`src/rtl/fmul_share_arbiter_pkg.sv`:
```
// Shared types and constants for the float64 multiplier sharing arbiter.
package fmul_arb_pkg;

  typedef enum logic [3:0] {
    S_IDLE  = 4'b0001,
    S_ISSUE = 4'b0010,
    S_WAIT  = 4'b0100,
    S_RESP  = 4'b1000
  } state_e;

  // Result substituted when the core never reports done.
  localparam logic [63:0] FP64_QNAN = 64'h7FF8000000000000;

endpackage

```
`src/rtl/fmul_share_arbiter_if.sv`:
```
// ap_ctrl_hs link between the arbiter (master) and the float64_mul core (slave).
interface fmul_share_arbiter_if;

  logic        mul_ap_start;
  logic [63:0] mul_a;
  logic [63:0] mul_b;
  logic        mul_ap_ready;
  logic        mul_ap_done;
  logic [63:0] mul_ap_return;

  modport master (
    output mul_ap_start, mul_a, mul_b,
    input  mul_ap_ready, mul_ap_done, mul_ap_return
  );

  modport slave (
    input  mul_ap_start, mul_a, mul_b,
    output mul_ap_ready, mul_ap_done, mul_ap_return
  );

endinterface

```
`src/rtl/fmul_share_arbiter_rr_pick.sv`:
```
// Combinational round-robin picker: first requester above last_grant_i, else
// the lowest requester at or below it (wrap-around).
module rr_pick #(
  parameter int NREQ = 2,
  parameter int GW   = 3
) (
  input  logic [NREQ-1:0] req_i,
  input  logic [GW-1:0]   last_grant_i,
  output logic [GW-1:0]   grant_o,
  output logic            any_o
);

  logic          hi_found;
  logic [GW-1:0] hi_idx;
  logic [GW-1:0] lo_idx;

  always_comb begin
    hi_found = 1'b0;
    hi_idx   = '0;
    lo_idx   = '0;
    // Descending scan so the lowest matching index in each half wins.
    for (int i = NREQ - 1; i >= 0; i--) begin
      if (req_i[i]) begin
        if (GW'(i) > last_grant_i) begin
          hi_found = 1'b1;
          hi_idx   = GW'(i);
        end else begin
          lo_idx = GW'(i);
        end
      end
    end
    grant_o = hi_found ? hi_idx : lo_idx;
    any_o   = |req_i;
  end

endmodule

```
`src/rtl/fmul_share_arbiter.sv`:
```
// Shares one float64_mul ap_ctrl_hs core among NREQ requesters, round-robin.
// Optional WAIT-state watchdog enabled by defining FMUL_ARB_TIMEOUT_EN.
module fmul_share_arbiter
  import fmul_arb_pkg::*;
#(
  parameter int NREQ        = 2,
  parameter int GW          = 3,
  parameter int CNTW        = 16,
  parameter int TIMEOUT_CYC = 255
) (
  input  logic                 ap_clk,
  input  logic                 ap_rst,
  input  logic [NREQ-1:0]      req_valid,
  input  logic [NREQ*64-1:0]   req_a,
  input  logic [NREQ*64-1:0]   req_b,
  output logic [NREQ-1:0]      req_ready,
  output logic [NREQ-1:0]      resp_valid,
  input  logic [NREQ-1:0]      resp_ready,
  output logic [63:0]          resp_data,
  output logic                 resp_timeout,
  fmul_share_arbiter_if.master mul,
  output logic                 busy,
  output logic [CNTW-1:0]      op_count
);

  state_e          state_q, state_d;
  logic [GW-1:0]   last_grant_q, last_grant_d;
  logic [GW-1:0]   grant_q, grant_d;
  logic [63:0]     mul_a_q, mul_a_d;
  logic [63:0]     mul_b_q, mul_b_d;
  logic [63:0]     result_q, result_d;
  logic [CNTW-1:0] op_count_q, op_count_d;

  logic [GW-1:0]   pick;
  logic            any_req;
  logic [63:0]     sel_a, sel_b;
  logic [NREQ-1:0] grant_oh;
  logic            resp_ack;

`ifdef FMUL_ARB_TIMEOUT_EN
  localparam int TW = $clog2(TIMEOUT_CYC + 1);
  logic [TW-1:0] tcnt_q, tcnt_d;
  logic          timeout_q, timeout_d;
`endif

  rr_pick #(.NREQ(NREQ), .GW(GW)) u_rr_pick (
    .req_i        (req_valid),
    .last_grant_i (last_grant_q),
    .grant_o      (pick),
    .any_o        (any_req)
  );

  always_comb begin
    sel_a = '0;
    sel_b = '0;
    for (int i = 0; i < NREQ; i++) begin
      if (pick == GW'(i)) begin
        sel_a = req_a[i*64 +: 64];
        sel_b = req_b[i*64 +: 64];
      end
    end
  end

  assign grant_oh = NREQ'(1) << grant_q;
  assign resp_ack = (state_q == S_RESP) && |(resp_ready & grant_oh);

  always_comb begin
    // NOTE: every _d starts from its held value so no branch below can leave one unassigned and infer a latch.
    state_d      = state_q;
    last_grant_d = last_grant_q;
    grant_d      = grant_q;
    mul_a_d      = mul_a_q;
    mul_b_d      = mul_b_q;
    result_d     = result_q;
    op_count_d   = op_count_q;
`ifdef FMUL_ARB_TIMEOUT_EN
    tcnt_d       = tcnt_q;
    timeout_d    = timeout_q;
`endif
    unique case (state_q)
      S_IDLE: begin
        if (any_req) begin
          grant_d = pick;
          mul_a_d = sel_a;
          mul_b_d = sel_b;
`ifdef FMUL_ARB_TIMEOUT_EN
          timeout_d = 1'b0;
`endif
          state_d = S_ISSUE;
        end
      end
      S_ISSUE: begin
        if (mul.mul_ap_ready) begin
          if (mul.mul_ap_done) begin
            result_d = mul.mul_ap_return;
            state_d  = S_RESP;
          end else begin
`ifdef FMUL_ARB_TIMEOUT_EN
            tcnt_d = '0;
`endif
            state_d = S_WAIT;
          end
        end
      end
      S_WAIT: begin
        if (mul.mul_ap_done) begin
          result_d = mul.mul_ap_return;
          state_d  = S_RESP;
        end
`ifdef FMUL_ARB_TIMEOUT_EN
        else if (tcnt_q == TW'(TIMEOUT_CYC - 1)) begin
          result_d  = FP64_QNAN;
          timeout_d = 1'b1;
          state_d   = S_RESP;
        end else begin
          tcnt_d = tcnt_q + TW'(1);
        end
`endif
      end
      S_RESP: begin
        if (resp_ack) begin
          last_grant_d = grant_q;
          if (op_count_q != '1) op_count_d = op_count_q + CNTW'(1);
          state_d = S_IDLE;
        end
      end
      default: state_d = S_IDLE;
    endcase
  end

  always_ff @(posedge ap_clk) begin
    if (ap_rst) begin
      state_q      <= S_IDLE;
      last_grant_q <= GW'(NREQ - 1);
      grant_q      <= '0;
      mul_a_q      <= '0;
      mul_b_q      <= '0;
      result_q     <= '0;
      op_count_q   <= '0;
`ifdef FMUL_ARB_TIMEOUT_EN
      tcnt_q       <= '0;
      timeout_q    <= 1'b0;
`endif
    end else begin
      // NOTE: non-blocking updates so every register samples pre-edge values regardless of statement order.
      state_q      <= state_d;
      last_grant_q <= last_grant_d;
      grant_q      <= grant_d;
      mul_a_q      <= mul_a_d;
      mul_b_q      <= mul_b_d;
      result_q     <= result_d;
      op_count_q   <= op_count_d;
`ifdef FMUL_ARB_TIMEOUT_EN
      tcnt_q       <= tcnt_d;
      timeout_q    <= timeout_d;
`endif
    end
  end

  assign req_ready        = (state_q == S_IDLE && any_req) ? (NREQ'(1) << pick) : '0;
  assign resp_valid       = (state_q == S_RESP) ? grant_oh : '0;
  assign resp_data        = result_q;
  assign busy             = (state_q != S_IDLE);
  assign op_count         = op_count_q;
  assign mul.mul_ap_start = (state_q == S_ISSUE);
  assign mul.mul_a        = mul_a_q;
  assign mul.mul_b        = mul_b_q;

`ifdef FMUL_ARB_TIMEOUT_EN
  assign resp_timeout = (state_q == S_RESP) && timeout_q;
`else
  assign resp_timeout = 1'b0;
`endif

endmodule
```
`src/flat_wrapper.sv`:
```
// flat-port wrapper written by rule: the top's interface ports become plain ports
module fmul_share_arbiter_flat import fmul_arb_pkg::*;
#(
  parameter int NREQ        = 2,
  parameter int GW          = 3,
  parameter int CNTW        = 16,
  parameter int TIMEOUT_CYC = 255
)
  (ap_clk, ap_rst, req_valid, req_a, req_b, req_ready, resp_valid, resp_ready, resp_data, resp_timeout, busy, op_count, mul_mul_ap_start, mul_mul_a, mul_mul_b, mul_mul_ap_ready, mul_mul_ap_done, mul_mul_ap_return);
  fmul_share_arbiter_if mul_i ();
  input  logic ap_clk;
  input  logic ap_rst;
  input  logic [NREQ-1:0] req_valid;
  input  logic [NREQ*64-1:0] req_a;
  input  logic [NREQ*64-1:0] req_b;
  output logic [NREQ-1:0] req_ready;
  output logic [NREQ-1:0] resp_valid;
  input  logic [NREQ-1:0] resp_ready;
  output logic [63:0] resp_data;
  output logic resp_timeout;
  output logic busy;
  output logic [CNTW-1:0] op_count;
  output wire logic [$bits(mul_i.mul_ap_start)-1:0] mul_mul_ap_start;
  output wire logic [$bits(mul_i.mul_a)-1:0] mul_mul_a;
  output wire logic [$bits(mul_i.mul_b)-1:0] mul_mul_b;
  input wire logic [$bits(mul_i.mul_ap_ready)-1:0] mul_mul_ap_ready;
  input wire logic [$bits(mul_i.mul_ap_done)-1:0] mul_mul_ap_done;
  input wire logic [$bits(mul_i.mul_ap_return)-1:0] mul_mul_ap_return;
  assign mul_mul_ap_start = mul_i.mul_ap_start;
  assign mul_mul_a = mul_i.mul_a;
  assign mul_mul_b = mul_i.mul_b;
  assign mul_i.mul_ap_ready = mul_mul_ap_ready;
  assign mul_i.mul_ap_done = mul_mul_ap_done;
  assign mul_i.mul_ap_return = mul_mul_ap_return;
  fmul_share_arbiter #(.NREQ(NREQ), .GW(GW), .CNTW(CNTW), .TIMEOUT_CYC(TIMEOUT_CYC)) u_core (.ap_clk(ap_clk), .ap_rst(ap_rst), .req_valid(req_valid), .req_a(req_a), .req_b(req_b), .req_ready(req_ready), .resp_valid(resp_valid), .resp_ready(resp_ready), .resp_data(resp_data), .resp_timeout(resp_timeout), .mul(mul_i), .busy(busy), .op_count(op_count));
endmodule
```
`config.mk`:
```
export PLATFORM = sky130hd
export DESIGN_NAME = fmul_share_arbiter_flat
export DESIGN_NICKNAME = d
export VERILOG_FILES = /design/src/rtl/fmul_share_arbiter_pkg.sv /design/src/rtl/fmul_share_arbiter_if.sv /design/src/rtl/fmul_share_arbiter_rr_pick.sv /design/src/rtl/fmul_share_arbiter.sv /design/src/flat_wrapper.sv
export SDC_FILE = /design/constraint.sdc
export NUM_CORES = 1
export LEC_CHECK = 0
export ABC_AREA = 1
export CORE_AREA = 2 2 214 216
export DETAILED_ROUTE_END_ITERATION = 10
export DIE_AREA = 0 0 216 218
export GPL_ROUTABILITY_DRIVEN = 0
export GPL_TIMING_DRIVEN = 0
export PLACE_DENSITY_LB_ADDON = 0.08
export RECOVER_POWER = 25
export SYNTH_ARGS = -nofsm -noshare
export SYNTH_HDL_FRONTEND = slang
export SYNTH_SLANG_ARGS = --single-unit
```
`constraint.sdc`:
```
create_clock -name ap_clk -period 1.4 [get_ports ap_clk]
set_input_delay 0.28 -clock ap_clk [delete_from_list [all_inputs] [get_ports ap_clk]]
set_output_delay 0.28 -clock ap_clk [all_outputs]
set_load 0.02 [all_outputs]
```
**Word-level counts from Yosys, hierarchy flattened**

Cells that the tools add are included.

- Memories: 0
- Bits in read-only memories: 0
- Word-level logic and storage cells: 63
- Register bits after elaboration: 218
- Output and inout port bits: 215
- Bits in writable memories: 0
- Latch bits: 0

- Multipliers: 0
- Divide/modulo/power cells: 0
- Magnitude comparators: 2
- Bitwise operators: 1
- Shift operators: 2
- Eq/ne operators: 11
- Reductions and logical operators: 11
- Mux-type cells: 28
- Add/sub/neg operators: 1

Operator list:

| cell | count |
|---|---|
| $mux 64 | 6 |
| $pmux 64 s2 | 1 |
| $mux 4 | 5 |
| $add 16x1->16 const B | 1 |
| $ne 16x16->1 const B | 1 |
| $pmux 4 s4 | 1 |
| $mux 3 | 5 |
| $mux 1 | 8 |
| $gt 1x3->1 const A | 2 |
| $ne 2x1->1 const B | 3 |
| $reduce_and 2->1 | 3 |
| $shl 1x3->2 const A | 2 |
| $eq 4x1->1 const B | 1 |
| $eq 4x2->1 const B | 1 |
| $eq 4x3->1 const B | 1 |
| $eq 4x4->1 const B | 1 |
| $mux 2 | 2 |
| $ne 4x1->1 const B | 1 |
| $reduce_and 4->1 | 1 |
| $reduce_or 2->1 | 2 |
| $eq 3x1->1 const B | 1 |
| $logic_not 3->1 | 1 |
| $reduce_and 3->1 | 1 |
| $and 2x2->2 | 1 |
| 3 further kinds | 4 |

**Longest topological paths before layout**

- Depth in word-level cells: 9
- Gate-level depth with buffers: 10
- Gate-level depth less buffers: 9

**Cells and area by module**

Synthesis repeated with hierarchy kept, for this count alone.

- Cell total of the unflattened synthesis: 1482
- Area, all modules: 10102.2 sq um

Modules (own cells, without submodules):

| module | cells each | sequential area each (sq um) | times used | area each (sq um) |
|---|---|---|---|---|
| fmul_share_arbiter | 1473 | 4364.2 | 1 | 10053.4 |
| rr_pick | 9 | 0.0 | 1 | 48.8 |

**Least setup slack after synthesis**

Ideal clock, no wire load.

- Path kind: register to register
- From: register u_core.op_count_q[1] (netlist: u_core.op_count[1])
- To: register u_core.op_count_q[2] (netlist: u_core.op_count[2])
- Stages on the path, launching flop included: 11
- Slack: -281 ps
- Clock period less this slack: 1681 ps
- Arrival: 1610 ps
- Path buffers: 1
- Path through: dfxtp_1 ha_1 inv_1 nor2_1 nand2_1 inv_1 nand2_1 nand2_1 buf_2 nand2_1 a21oi_1

- Cells in the longest elaborated chain, start to end: 2
- Elaborated cells on any way between the ends: 3

Ends and longest elaborated chain:

| item | line | RTL |
|---|---|---|
| start, declared | fmul_share_arbiter.sv:32 | `logic [CNTW-1:0] op_count_q, op_count_d;` |
| start signal, assigned | fmul_share_arbiter.sv:152 | `op_count_q <= op_count_d;` |
| branches (longest 2 deep; another with $add 16x1->16) | n/a |  |

Several ways; the timed one is not identified.
A chain may end at the register's enable or synchronous reset.

**Worst setup path after layout**

- From: register u_core.state_q[3]
- To: output port req_ready[0]

- Cells in the longest elaborated chain, start to end: 3

Ends and longest elaborated chain:

| item | line | RTL |
|---|---|---|
| start, declared | fmul_share_arbiter.sv:26 | `state_e state_q, state_d;` |
| start signal, assigned | fmul_share_arbiter.sv:146 | `state_q <= state_d;` |
| $eq 4x1->1 | fmul_share_arbiter.sv:160 | `assign req_ready = (state_q == S_IDLE && any_req) ? (NREQ'(1) << pick) : '0;` |
| $logic_and 1x1->1 | fmul_share_arbiter.sv:160 |  |
| $mux 2 | fmul_share_arbiter.sv:160 |  |
| end, declared | flat_wrapper.sv:16 | `output logic [NREQ-1:0] req_ready;` |

No other way between the ends.

==> impl_metrics.ini <==
[outcome]
failed_checks = setup timing
outcome = finished with violations

[die]
coreArea_um2 = 44900
dieHeight_um = 218
die_w_um = 216
dieArea_um2 = 47100
rows = 78
pin_count = 543
start_util = 0.196

[worst_setup_path]
cp_max_fo = 3
arrival_ps = 1560
endpoint_kind = output port
slowest_delay_ps = 370
required_ps = 1120
start_kind = flop
reg2reg_slack_ps = -320
cpMaxStageDelayCell = dfxtp_4
crit_end = req_ready[0]
reg2regPathDepth = 11
cp-startpoint = u_core.state_q[3]
rr_startpoint = u_core.state_q[3]
path_class = reg2out
crit_chain = nor2_4 -> nand4_4 -> nor2_4 -> buf_6 -> buf_6
worstReg2RegEnd = u_core.mul.mul_a[42]

[logic_synthesis]
synth_ff_type = dfxtp_1
ys.warnings.count = 0
syn_area_um2 = 8810
yosysSeqAreaShare = 0.486
synth_seq_cells = 214
synth.distinct_cells = 25
synth-edff-count = 0
async_flop_share = 0
syn_nets = 1546
syn_area_per_cell_um2 = 7.24
synth_cells = 1217

[routing]
firstDrtPassIters = 5
vias_per_cell = 4.35
drc = 0
via_count = 10800
ant_nets = 0
drt_iter0_drc = 520
routed_wl_um = 47800
drt-wirelength-per-cell_um = 19.3

[sta]
setup_viol = 199
fin_ws_ps = -442
slew-limit-headroom = 0.529
fin_crit_ps = 1840
timing.setup.tns_ps = -39470
finalHoldViolCount = 0
finalCritPeriodShare = 1.32
fmax_ghz = 0.543
grt_setup_unrepaired = yes
worst_pin_slew_ps = 707
drv_slew = 0
skew_ps = 24.8

[cts]
cts_tree = built
ctsLongestPathBuffers = 3
cts_root_buf = clkbuf_16
h-tree-depth = 1
path_clk_slew_ps = 60
cts_sinks = 214
cts_hold_repair.buffers = 0
cts_made_buffers = 28
clk_latency_ps = 570

[placement]
place_ws_ps = -1130
port_buffers = 540
dpl.hpwl_um = 35400

[cells_and_area]
final_net_count = 2173
final_common_cell = nand2_1
layout-drive-gt1-share = 0.301
mostFrequentLayoutCells = nand2_1, clkdlybuf4s50_1, dfxtp_1
utilization = 0.379
area_growth_syn_to_layout_pct = 93.2

[min_path]
min_path_cells = 3
hold_path.class = in2reg

[global_routing]
grt_max_degree = 14
grt_pass1_wl_um = 69400
antenna_found_initial = 4
grtUsageTotal = 0.194
gr-total-overflow = 0
grt_pass1_vias = 10900

[pwr]
power_w = 0.0237
ir_worst_vdd_uv = 761
powerDensity_nw_per_um2 = 1390
power_leakage_nw = 6.77

[flow_run]
cap_violations = 0
==> worst min-delay path by stage <==
stage,start,end
2_1_floorplan,req_a[56],u_core.mul.mul_a[56]
3_3_place_gp,u_core.resp_data[30],u_core.resp_data[30]
3_5_place_dp,u_core.resp_data[1],u_core.resp_data[1]
4_1_cts,req_a[60],u_core.mul.mul_a[60]
5_1_grt,req_a[60],u_core.mul.mul_a[60]
6_report,req_a[36],u_core.mul.mul_a[36]
==> flip-flops by register name (all words and copies together) (netlist names) <==
| signal | count |
|---|---|
| u_core.mul.mul_a | 64 |
| u_core.mul.mul_b | 64 |
| u_core.resp_data | 64 |
| u_core.op_count | 16 |
| u_core.state_q | 4 |
| u_core.grant_q | 1 |
| u_core.last_grant_q | 1 |
==> area by class of cell <==
type	instances	area [um^2]
fill	4813	27900
timing repair buffer	602	5450
multi-input combinational	872	4490
sequential	214	4360
clock buffer	41	861
buffer	91	840
tap	600	751
inverter	35	136
clock inverter	11	135
antenna	4	10.0
==> through the flow <==
| step | hold WS, ps | area (um^2) | std cells |
|---|---|---|---|
| after floorplan | 437 | 8860 | 1217 |
| after global placement | 449 | 15000 | 2357 |
| after detailed placement | 454 | 15000 | 2357 |
| after CTS | 233 | 16800 | 2465 |
| after global routing | 272 | 17000 | 2468 |
| final | 282 | 17000 | 2470 |
==> metal layers <==
layer  vias up  GRT usage  part of all wire
li1       5350          -                 -
met1      5010      0.219              0.39
met2       343      0.356              0.51
met3        47     0.0614             0.074
met4         2     0.0432             0.020
met5         -          0           0.00027
==> critical path: cells and delay by family, from the launching register on <==
family | cells | cell delay [ps]
buf+inv | 2 | 230
flops | 1 | 370
simple gates | 3 | 420
==> power breakdown <==
| part | switching [W] | internal, W |
|---|---|---|
| registers | 0.000505 | 0.00693 |
| logic | 0.00456 | 0.00390 |
| clock network | 0.00300 | 0.00479 |
| total | 0.00807 | 0.0156 |
==> cell families (layout without fill, tap and decap cells) <==
group	count (synthesis)	in the layout	synth area share
other	1	5	0.000425
xor gates and xnor gates	6	6	0.00596
adders and majority gates	1	1	0.00142
buffers and inverters	131	780	0.0632
and+or+nand+nor	652	652	0.304
DFF	214	214	0.486
AOI/OAI and AO/OA	212	212	0.139
==> what timing repair did <==
item                        CTS  global route
gates cloned                 15             1
setup endpoints to repair   427           253
resized for setup          1308           107
pin swaps                    96            38
buffers inserted             42            12
==> cells in the mapped netlist, types with 2 or more instances <==
| library cell | instances | share of area |
|---|---|---|
| nand2_1 | 520 | 0.22 |
| dfxtp_1 | 214 | 0.49 |
| a31oi_1 | 128 | 0.091 |
| a21oi_1 | 79 | 0.045 |
| nand4_1 | 71 | 0.050 |
| buf_2 | 46 | 0.026 |
| clkbuf_1 | 46 | 0.020 |
| nor2_1 | 40 | 0.017 |
| inv_1 | 34 | 0.014 |
| nand3_1 | 12 | 0.0068 |
| o21ai_0 | 4 | 0.0023 |
| nor2_2 | 3 | 0.0021 |
| xnor2_1 | 3 | 0.0030 |
| xor2_1 | 3 | 0.0030 |
| buf_1 | 2 | 0.00085 |
| buf_4 | 2 | 0.0017 |
| nand3_2 | 2 | 0.0023 |
Power figures use the tool's default switching activity.
